`config.mk`:
```
export PLATFORM = sky130hd
export DESIGN_NAME = writeback_arbiter
export DESIGN_NICKNAME = d
export VERILOG_FILES = /design/src/rtl/writeback_arbiter.sv
export SDC_FILE = /design/constraint.sdc
export NUM_CORES = 1
export LEC_CHECK = 0
export ABC_AREA = 1
export BUFFER_PORTS_ARGS = -buffer_cell sky130_fd_sc_hd__buf_2
export CORE_UTILIZATION = 50
export DETAILED_ROUTE_END_ITERATION = 10
export PLACE_DENSITY = 0.72
export SETUP_SLACK_MARGIN = 0.15
export SLEW_MARGIN = 20
export SYNTH_ARGS = -nofsm -noshare
export SYNTH_HDL_FRONTEND = slang
export SYNTH_SLANG_ARGS = --single-unit
```
`constraint.sdc`:
```
create_clock -name clk -period 6.3 [get_ports clk]
set_input_delay 0.315 -clock clk [delete_from_list [all_inputs] [get_ports clk]]
set_output_delay 0.315 -clock clk [all_outputs]
set_load 0.05 [all_outputs]
```
`src/rtl/writeback_arbiter.sv`:
```
// -----------------------------------------------------------------------------
// writeback_arbiter
//
// Merges result streams from the ALU and the load unit into a single
// register-file write port through a small in-order writeback buffer.
// Only one source is granted per cycle. When both sources are valid, they
// are served in round-robin order. Results that target x0 complete their
// handshake but are dropped. The buffer head is written on every cycle that
// the buffer is non-empty, because the register file never stalls.
//
// Parameters
//   WIDTH        result / write-port data width
//   FIFO_DEPTH   writeback buffer entries (power of two, >= 2)
//
// Ports
//   clk                       sole clock, rising edge
//   reset                     synchronous, active-high
//   alu_valid / alu_ready     ALU result handshake
//   alu_rd_addr / alu_rd_data ALU destination register and result
//   mem_valid / mem_ready     load-unit result handshake
//   mem_rd_addr / mem_rd_data load destination register and data
//   rd_addr / rd_data         register-file write address and data
//   reg_write                 register-file write enable
//   pending_mask              bit i set while a buffered entry targets xi
//   fifo_count                number of buffered entries
//
// Optional feature
//   WB_BYPASS_EN  when defined, a granted result with a nonzero destination
//                 that arrives while the buffer is empty is written in the
//                 same cycle. It is not enqueued.
// -----------------------------------------------------------------------------
module writeback_arbiter #(
    parameter int WIDTH      = 32,
    parameter int FIFO_DEPTH = 4
) (
    input  logic                          clk,
    input  logic                          reset,
    input  logic                          alu_valid,
    output logic                          alu_ready,
    input  logic [4:0]                    alu_rd_addr,
    input  logic [WIDTH-1:0]              alu_rd_data,
    input  logic                          mem_valid,
    output logic                          mem_ready,
    input  logic [4:0]                    mem_rd_addr,
    input  logic [WIDTH-1:0]              mem_rd_data,
    output logic [4:0]                    rd_addr,
    output logic [WIDTH-1:0]              rd_data,
    output logic                          reg_write,
    output logic [31:0]                   pending_mask,
    output logic [$clog2(FIFO_DEPTH):0]   fifo_count
);

    localparam int PTR_W = $clog2(FIFO_DEPTH);
    localparam int CNT_W = PTR_W + 1;

    // Buffer storage (data path, not reset)
    logic [4:0]       r_addr [FIFO_DEPTH];
    logic [WIDTH-1:0] r_data [FIFO_DEPTH];

    // Buffer control
    logic [PTR_W-1:0] r_wptr;
    logic [PTR_W-1:0] r_rptr;
    logic [CNT_W-1:0] r_count;
    logic             r_last_mem;   // 1: mem was the most recent accepted source

    logic             w_fifo_empty;
    logic             w_pop;
    logic             w_space;
    logic             w_grant_alu;
    logic             w_grant_mem;
    logic             w_alu_xfer;
    logic             w_mem_xfer;
    logic             w_xfer;
    logic [4:0]       w_sel_addr;
    logic [WIDTH-1:0] w_sel_data;
    logic             w_bypass;
    logic             w_push;
    logic [31:0]      w_mask;
    logic [PTR_W-1:0] w_idx;

    assign w_fifo_empty = (r_count == '0);

    // The head is written, and therefore popped, on every cycle that the
    // buffer holds an entry. This is suppressed while reset is high because
    // the buffer is being discarded.
    assign w_pop = !w_fifo_empty && !reset;

    // A slot is available if the buffer is not full, or if the head leaves
    // in this same cycle.
    assign w_space = (r_count < CNT_W'(FIFO_DEPTH)) || w_pop;

    // Round robin: on a tie, the source that was not accepted last wins.
    assign w_grant_alu = alu_valid && (!mem_valid || r_last_mem);
    assign w_grant_mem = mem_valid && (!alu_valid || !r_last_mem);

    assign alu_ready = !reset && w_grant_alu && w_space;
    assign mem_ready = !reset && w_grant_mem && w_space;

    assign w_alu_xfer = alu_valid && alu_ready;
    assign w_mem_xfer = mem_valid && mem_ready;
    assign w_xfer     = w_alu_xfer || w_mem_xfer;
    assign w_sel_addr = w_alu_xfer ? alu_rd_addr : mem_rd_addr;
    assign w_sel_data = w_alu_xfer ? alu_rd_data : mem_rd_data;

`ifdef WB_BYPASS_EN
    // Zero-latency path: an empty buffer plus a live result goes straight out.
    assign w_bypass = w_xfer && w_fifo_empty && (w_sel_addr != 5'd0);
`else
    assign w_bypass = 1'b0;
`endif

    // Results that target x0 complete the handshake but are never stored.
    assign w_push = w_xfer && (w_sel_addr != 5'd0) && !w_bypass;

    // Write port: buffer head, the bypassed result, or idle zeros
    always_comb begin
        reg_write = 1'b0;
        rd_addr   = 5'd0;
        rd_data   = '0;
        if (!reset) begin
            if (!w_fifo_empty) begin
                reg_write = 1'b1;
                rd_addr   = r_addr[r_rptr];
                rd_data   = r_data[r_rptr];
            end else if (w_bypass) begin
                reg_write = 1'b1;
                rd_addr   = w_sel_addr;
                rd_data   = w_sel_data;
            end
        end
    end

    // Pending-register scoreboard built from the occupied slots
    always_comb begin
        w_mask = 32'd0;
        w_idx  = '0;
        for (int i = 0; i < FIFO_DEPTH; i++) begin
            w_idx = r_rptr + PTR_W'(i);
            if (CNT_W'(i) < r_count) begin
                w_mask[r_addr[w_idx]] = 1'b1;
            end
        end
    end

    assign pending_mask = reset ? 32'd0 : {w_mask[31:1], 1'b0};
    assign fifo_count   = reset ? '0 : r_count;

    // Control state: pointers, occupancy, round-robin history
    always_ff @(posedge clk) begin
        if (reset) begin
            r_wptr     <= '0;
            r_rptr     <= '0;
            r_count    <= '0;
            r_last_mem <= 1'b1;
        end else begin
            if (w_push) begin
                r_wptr <= r_wptr + PTR_W'(1);
            end
            if (w_pop) begin
                r_rptr <= r_rptr + PTR_W'(1);
            end
            case ({w_push, w_pop})
                2'b10:   r_count <= r_count + CNT_W'(1);
                2'b01:   r_count <= r_count - CNT_W'(1);
                default: r_count <= r_count;
            endcase
            if (w_alu_xfer) begin
                r_last_mem <= 1'b0;
            end else if (w_mem_xfer) begin
                r_last_mem <= 1'b1;
            end
        end
    end

    // Storage write: the slot at the write pointer takes the accepted result
    always_ff @(posedge clk) begin
        if (w_push) begin
            r_addr[r_wptr] <= w_sel_addr;
            r_data[r_wptr] <= w_sel_data;
        end
    end

endmodule
```
==> results.toml, run 1 <==
[layout]
num-nets-final = 1415
stdcell_area_um2 = 10800
diodes = 0
syn2layout_area_growth_pct = 16.2
drive_above_1_share = 0.223

[detailed_routing]
vias_per_cell = 5.21
postRouteAntennaNets = 0
avgRoutedWirePerCell_um = 15.2
routed_wl_um = 23900
vias = 8183
drt_iter0_drc = 752
drc = 8
dr.pass1.iters = 8

[die]
num_rows = 49
pin_count = 153
die_w_um = 138
core_area_um2 = 18100
start_util = 0.513
die_area_um2 = 19100
die_y_um = 138

[logic_synthesis]
yosys_warnings = 0
synthesis.area_um2 = 9280
syn_avg_cell_area_um2 = 7.75
syn_inst = 1197
synth_seq_area_share = 0.501
synth_cell_types = 31
ys_ff_latch = 158
synth_fp_nets = 1283

[setup_path]
worstSetupStartpointType = "register"
path_class = "register to output pin"
endpoint_kind = "output pin"
worstPathRequired_ns = 5.98
reg2reg_depth = 11
arrival_ns = 3.36
critPathMaxFanout = 75
rr_startpoint = "r_last_mem"

[sta]
slew_viol_final = 0
post-route-min-period_ns = 3.67
finalSetupViolCount = 0
fmax_ghz = 0.272
grt_setup_unrepaired = "false"
slew_headroom = 0.281
hold_viol_final = 0
timing.hold.ws_ns = 0.148
tightest_slew_ns = 1.07
finalCritPeriodShare = 0.583
setup_tns_ns = 0
skew_ns = 0.0112

[clock_network]
clock-sinks = 158
post-cts-setup-buffers = 0
cts_made_buffers = 17
cts_buffer_depth = 2
clk_latency_ns = 0.43
cts_tree = "built"
cts.clk_slew.worst_paths_ns = 0.07
ctsHoldBuffers = 0
post_cts_resized = 0
cts_htree_levels = 4
clockRootBuffer = "clkbuf_16"

[run_status]
violations = "design-rule violations"
status = "finished with violations"

[placement]
placed_area_um2 = 10200
gp_congestion = 0.954
dp_hpwl_um = 16100
port_buffers = 151

[power]
power_switching_mw = 2.18
p_int_mw = 2.27
p_leak_nw = 4.95
pwr-share-comb = 0.493
peakVddDrop_mv = 0.242
seqPwrFrac = 0.282
p_clk_frac = 0.224
switching_share = 0.489
power_density_nw_per_um2 = 412

[min_path]
worstHoldStart = "alu_valid"
min_path_cells = 2
worstHoldPathType = "input port to register"

[global_route]
grt_pass1_vias = 7765
grt_usage = 0.256
grt_overflow = 0
antenna_found_initial = 0
grt_max_degree = 76
grt_pass1_wl_um = 38700

[run]
drv_cap = 0
==> worst paths after layout <==
check / end / slack [ns]
max: pending_mask[24] / 2.63
min: r_last_mem / 0.15
max reg2reg: r_data[3][8] / 3.49
min reg2reg: r_last_mem / 0.51
==> critical path, cell delays in order, from the launching register on <==
cell     delay (ns)
dfxtp_2        0.31
buf_4          0.60
inv_2          0.38
nand2_1        0.18
nand3_1        0.08
nand2_1        0.14
nand2_1        0.06
nor2_1         0.49
nand2_1        0.13
nand2_1        0.08
nor2_1         0.05
nor2_1         0.07
buf_2          0.27
==> state kept, by name (all words and copies together), names as in the netlist, named ones only <==
register,flops
r_addr,20
r_wptr,2
r_data,128
r_rptr,2
r_count,3
r_last_mem,1
==> metrics by stage <==
stage                     setup WS, ns  cells  power (mW)   util
final                             2.63   1571        4.45  0.596
after global routing              2.35   1571        4.71  0.596
after CTS                         2.70   1570        4.43  0.594
after detailed placement          2.89   1538        3.45  0.562
after global placement            2.98   1538        3.41  0.562
after floorplan                   3.08   1197        2.99      -
==> power by group through the flow <==
stage	registers (mW)	clock network (mW)	logic, mW
2_1_floorplan	1.27	0	1.72
3_3_place_gp	1.27	0	2.14
3_5_place_dp	1.28	0	2.17
4_1_cts	1.25	1.01	2.17
5_1_grt	1.26	1.05	2.40
6_report	1.26	0.996	2.19
==> cell usage after synthesis, drive strengths merged <==
cell / instances / share of area
a211oi: 1 / 0.00081
a21oi: 46 / 0.025
buf: 36 / 0.023
clkbuf: 13 / 0.0057
clkinv: 1 / 0.00040
conb: 1 / 0.00040
dfxtp: 10 / 0.022
edfxtp: 148 / 0.48
ha: 8 / 0.011
inv: 75 / 0.031
nand2: 456 / 0.20
nand3: 52 / 0.036
nand3b: 3 / 0.0024
nand4: 1 / 0.0013
nor2: 271 / 0.12
o211ai: 1 / 0.00081
o21ai: 73 / 0.039
xor2: 1 / 0.00094
==> layer usage <==
layer,up-vias,share of wire,track usage
li1,4102,-,-
met4,0,0.024,0.0869
met3,51,0.065,0.0461
met5,-,0,0
met1,3697,0.42,0.326
met2,333,0.49,0.442
==> cells by family after synthesis <==
kind of cell / share of synthesized area
and+or+nand+nor: 0.361
DFF: 0.501
buffers and inverters: 0.0599
AOI/OAI and AO/OA: 0.0658
adders and majority gates: 0.0108
xor gates and xnor gates: 0.000944
other: 0.000404
==> cell usage in the layout (no fill, tap or decap), types with 5 or more instances in the layout <==
cell / n
clkbuf_16: 17
buf_4: 10
nand3_1: 39
nor2_1: 237
buf_2: 151
nor2_2: 17
inv_8: 6
inv_2: 19
ha_1: 8
inv_1: 54
nand2_2: 31
nand3_2: 12
dfxtp_1: 9
nor2_4: 17
nand2_4: 5
o21ai_0: 72
a21oi_1: 46
nand2_1: 420
edfxtp_1: 148
==> final cells by class <==
cell class / instances / area [um2]
Sequential cell: 158 / 4650
Clock inverter: 15 / 166
Timing Repair Buffer: 162 / 858
Multi-Input combinational cell: 914 / 4110
Tap cell: 229 / 287
Inverter: 76 / 290
Clock buffer: 17 / 425
Fill cell: 1570 / 7310
Note: power is estimated with default switching activity, not from simulation.
==> inputs of run 2 (changes only) <==
Settings changed: PLACE_DENSITY 0.72 to 0.75.
Clock period 6.3 ns to 3.1 ns, I/O delays scaled along.
==> results.toml, run 2 (synthesis results as in run 1) <==
[layout]
drive_above_1_share = 0.227
n_fill_cell = 1577
top_regs = "r_data: 128 flops, r_addr: 20 flops, r_count: 3 flops"
syn2layout_area_growth_pct = 17.5
num-nets-final = 1422
stdcell_area_um2 = 10900
diodes = 0
most-common-layout-cells = "nand2_1 (420), nor2_1 (236), buf_2 (150)"
largest_register_ffs = 128
largest-register = "r_data"
finalNonFillerCells = 1577
layout_commonest_cell = "nand2_1"

[global_route]
grt_max_degree = 55
grt_pass1_vias = 8022
grt_usage = 0.265
antenna_found_initial = 0
grt_overflow = 0
grt_pass1_wl_um = 40000

[setup_path]
critPathMaxFanout = 15
arrival_ns = 2.58
path_class = "register to output pin"
worstSetupStartpointType = "register"
endpoint_kind = "output pin"
worstPathRequired_ns = 2.94

[sta]
finalCritPeriodShare = 0.881
post-route-min-period_ns = 2.73
grt_setup_unrepaired = "false"
tightest_slew_ns = 0.568
hold_viol_final = 0
finalSetupViolCount = 0
slew_viol_final = 0
skew_ns = 0.00972
slew_headroom = 0.621
fmax_ghz = 0.366

[clock_network]
cts_htree_levels = 4
cts_tree = "built"
cts_made_buffers = 17
clk_latency_ns = 0.42
cts.clk_slew.worst_paths_ns = 0.07
clock-sinks = 158
cts_buffer_depth = 2
clockRootBuffer = "clkbuf_16"

[placement]
gp_congestion = 0.932
placed_area_um2 = 10200
port_buffers = 151
dp_hpwl_um = 16900
dp_cells = 1545

[die]
pin_count = 153
die_y_um = 138
start_util = 0.513
die_w_um = 138
num_rows = 49
die_area_um2 = 19100
core_area_um2 = 18100

[detailed_routing]
avgRoutedWirePerCell_um = 15.7
vias_per_cell = 5.29
postRouteAntennaNets = 0
dr.pass1.iters = 10
routed_wl_um = 24800
met1_length_um = 10400
top_layer_used = "met4"
met2_length_um = 11900
drc = 10
drt_iter0_drc = 773
wl_met3_um = 1810
vias = 8348

[min_path]
worstHoldPathType = "input port to register"

[run_status]
status = "finished with violations"
violations = "design-rule violations"

[run]
drv_cap = 0

[power]
power_density_nw_per_um2 = 854
peakVddDrop_mv = 0.518
total_power_mw = 9.31
p_leak_nw = 5.01
==> run 2: cell count changes in the layout (fill, tap and decap cells not counted), moves of 2 or more <==
cell | previous run | this run
buf_4 | 10 | 14
bufinv_16 | 0 | 4
inv_8 | 6 | 2
buf_12 | 0 | 3
clkinv_8 | 3 | 0
inv_6 | 2 | 5
clkinv_4 | 3 | 1
==> run 2: repair_timing <==
item,4_1_cts,5_1_grt
setup buffers,0,0
hold buffers,1,0
gates resized for setup,0,4
endpoints found under the hold margin,1,0
setup endpoints to repair,0,30
==> run 2: worst paths after layout <==
kind              cells after the start  slack, ns         endpoint        from
hold reg to reg                       2       0.51       r_last_mem  r_last_mem
hold / removal                        3       0.08       r_last_mem   mem_valid
setup reg to reg                     11       0.78     r_data[2][5]  r_last_mem
setup / recovery                     12       0.37  pending_mask[1]   r_rptr[0]
==> run 2: worst max-delay path, stage by stage, from the launching register on <==
cell,delay (ns)
dfxtp_2,0.45
buf_4,0.22
nand2_1,0.11
nand2_4,0.22
nand2_1,0.09
nand2_2,0.17
inv_2,0.07
nor2_4,0.25
nand3_1,0.11
nand2_1,0.08
nor2_1,0.05
nor2_1,0.08
buf_2,0.27
==> run 2: per-layer routing <==
metal,vias up,global-route usage
met3,49,0.0374
met4,0,0.111
met5,-,0
li1,4104,-
met2,362,0.456
met1,3833,0.336
==> run 2: power breakdown <==
part           switching [mW]  total (mW)  internal (mW)
combinational            3.44        4.52           1.08
sequential             0.0758        2.56           2.48
clock                   0.873        2.24           1.36
==> run 2: layout make-up <==
| class | count | area, um2 | area share |
|---|---|---|---|
| multi-input cells | 914 | 4110 | 0.377 |
| well taps | 229 | 287 | 0.0263 |
| clock buffers | 17 | 425 | 0.0390 |
| repair buffers | 169 | 933 | 0.0856 |
| clock inverters | 14 | 206 | 0.0189 |
| inverters | 76 | 290 | 0.0266 |
| flip-flops and latches | 158 | 4650 | 0.426 |
==> run 2: stage by stage <==
stage / TNS [ns] / hold slack (ns) / setup slack [ns] / utilization
floorplan: -18.28 / 0.284 / -0.123 / -
global placement: 0 / 0.414 / 0.702 / 0.567
detailed placement: 0 / 0.418 / 0.689 / 0.567
CTS: 0 / 0.0658 / 0.236 / 0.602
global route: 0 / 0.0994 / 0.152 / 0.603
finish: 0 / 0.0752 / 0.368 / 0.603
==> inputs of run 3 (changes only) <==
Settings changed: CORE_UTILIZATION 50 to 52, PLACE_DENSITY 0.75 to 0.77.
==> results.toml, run 3 (synthesis results as in run 1) <==
[setup_path]
worstSetupStartpointType = "input port"
arrival_ns = 2.57
endpoint_kind = "output pin"
critPathMaxFanout = 34
path_class = "input port to output pin"
worstPathRequired_ns = 2.94

[placement]
dp_cells = 1543
port_buffers = 151
dp_hpwl_um = 16900
gp_congestion = 1.01
placed_area_um2 = 10200
dp_slack_ns = 0.635

[die]
start_util = 0.534
die_y_um = 136
pin_count = 153
num_rows = 48
core_area_um2 = 17400
die_area_um2 = 18400
die_w_um = 136

[global_route]
grt_overflow = 0
grt_max_degree = 45
grt_usage = 0.278
grt_pass1_wl_um = 39300
grt_pass1_vias = 7731
antenna_found_initial = 0

[layout]
layout_commonest_cell = "nand2_1"
largest-register = "r_data"
diodes = 0
drive_above_1_share = 0.229
stdcell_area_um2 = 10800
finalNonFillerCells = 1576
most-common-layout-cells = "nand2_1 (420), nor2_1 (237), buf_2 (151)"
num-nets-final = 1424
largest_register_ffs = 128
syn2layout_area_growth_pct = 16.8
top_regs = "r_data: 128 flops, r_addr: 20 flops, r_count: 3 flops"

[power]
peakVddDrop_mv = 0.596
total_power_mw = 9.08
p_leak_nw = 5.00
power_density_nw_per_um2 = 838

[sta]
grt_setup_unrepaired = "false"
post-route-min-period_ns = 2.73
finalCritPeriodShare = 0.881
finalSetupViolCount = 0
tightest_slew_ns = 0.502
slew_headroom = 0.665
skew_ns = 0.00708
fmax_ghz = 0.366
hold_viol_final = 0
fin_ws_ns = 0.370
slew_viol_final = 0
timing.hold.ws_ns = 0.0598

[min_path]
worstHoldPathType = "input port to register"

[clock_network]
cts_tree = "built"
clock-sinks = 158
cts.clk_slew.worst_paths_ns = 0.06
clk_latency_ns = 0.42
cts_htree_levels = 4
cts_made_buffers = 17
cts_buffer_depth = 2
clockRootBuffer = "clkbuf_16"

[detailed_routing]
routed_wl_um = 24400
dr.pass1.iters = 5
vias_per_cell = 5.26
postRouteAntennaNets = 0
drt_iter0_drc = 693
vias = 8296
avgRoutedWirePerCell_um = 15.5
drc = 0

[run_status]
status = "complete, no violations"

[run]
drv_cap = 0
==> run 3: cell types whose count changed in the layout (fill, tap and decap cells not counted), moves of 2 or more <==
cell and delta:
dfxtp_2 +2, bufinv_16 -2, dfxtp_1 -2, buf_4 +4, buf_12 -2
==> run 3: worst paths after layout <==
path / from / to / slack, ns / depth (start not counted)
max reg2reg: r_last_mem / r_count[2] / 0.73 / 14
min: alu_rd_data[19] / r_data[0][19] / 0.06 / 3
max: alu_valid / alu_ready / 0.37 / 9
min reg2reg: r_last_mem / r_last_mem / 0.51 / 2
==> run 3: metrics by stage <==
step | TNS (ns) | util
2_1_floorplan | -18.28 | -
3_3_place_gp | 0 | 0.590
3_5_place_dp | 0 | 0.590
4_1_cts | 0 | 0.624
5_1_grt | 0 | 0.624
6_report | 0 | 0.624
==> run 3: worst max-delay path: stages <==
cell           delay, ns
dlygate4sd3_1       0.54
buf_2               0.14
inv_1               0.08
nor2_2              0.06
nand2_1             0.22
buf_4               0.39
clkinvlp_4          0.38
buf_4               0.33
buf_2               0.24
==> run 3: power breakdown <==
part | switching, mW | internal, mW | total (mW)
Combinational | 3.35 | 1.07 | 4.42
Clock | 0.845 | 1.20 | 2.04
Sequential | 0.136 | 2.48 | 2.62
Total | 4.33 | 4.75 | 9.08
==> run 3: repair_timing <==
action | 4_1_cts | 5_1_grt
resized for setup | 0 | 4
endpoints found under the hold margin | 1 | 0
hold buffers | 1 | 0
buffers inserted | 0 | 0
setup endpoints to repair | 0 | 32
==> run 3: final cells by class <==
| type | count | area (um2) |
|---|---|---|
| clock buffers | 17 | 425 |
| clock inverters | 15 | 159 |
| fillers | 1527 | 6520 |
| inverters | 76 | 294 |
| multi-input cells | 914 | 4110 |
| flip-flops and latches | 158 | 4650 |
| well taps | 225 | 282 |
| repair buffers | 171 | 921 |
==> run 3: per-layer routing <==
metal,GRT usage,vias up,routed length (um)
li1,-,4107,-
met1,0.381,3816,10500
met2,0.471,343,12000
met3,0.0325,30,1630
met4,0.0680,0,288
met5,0,-,0
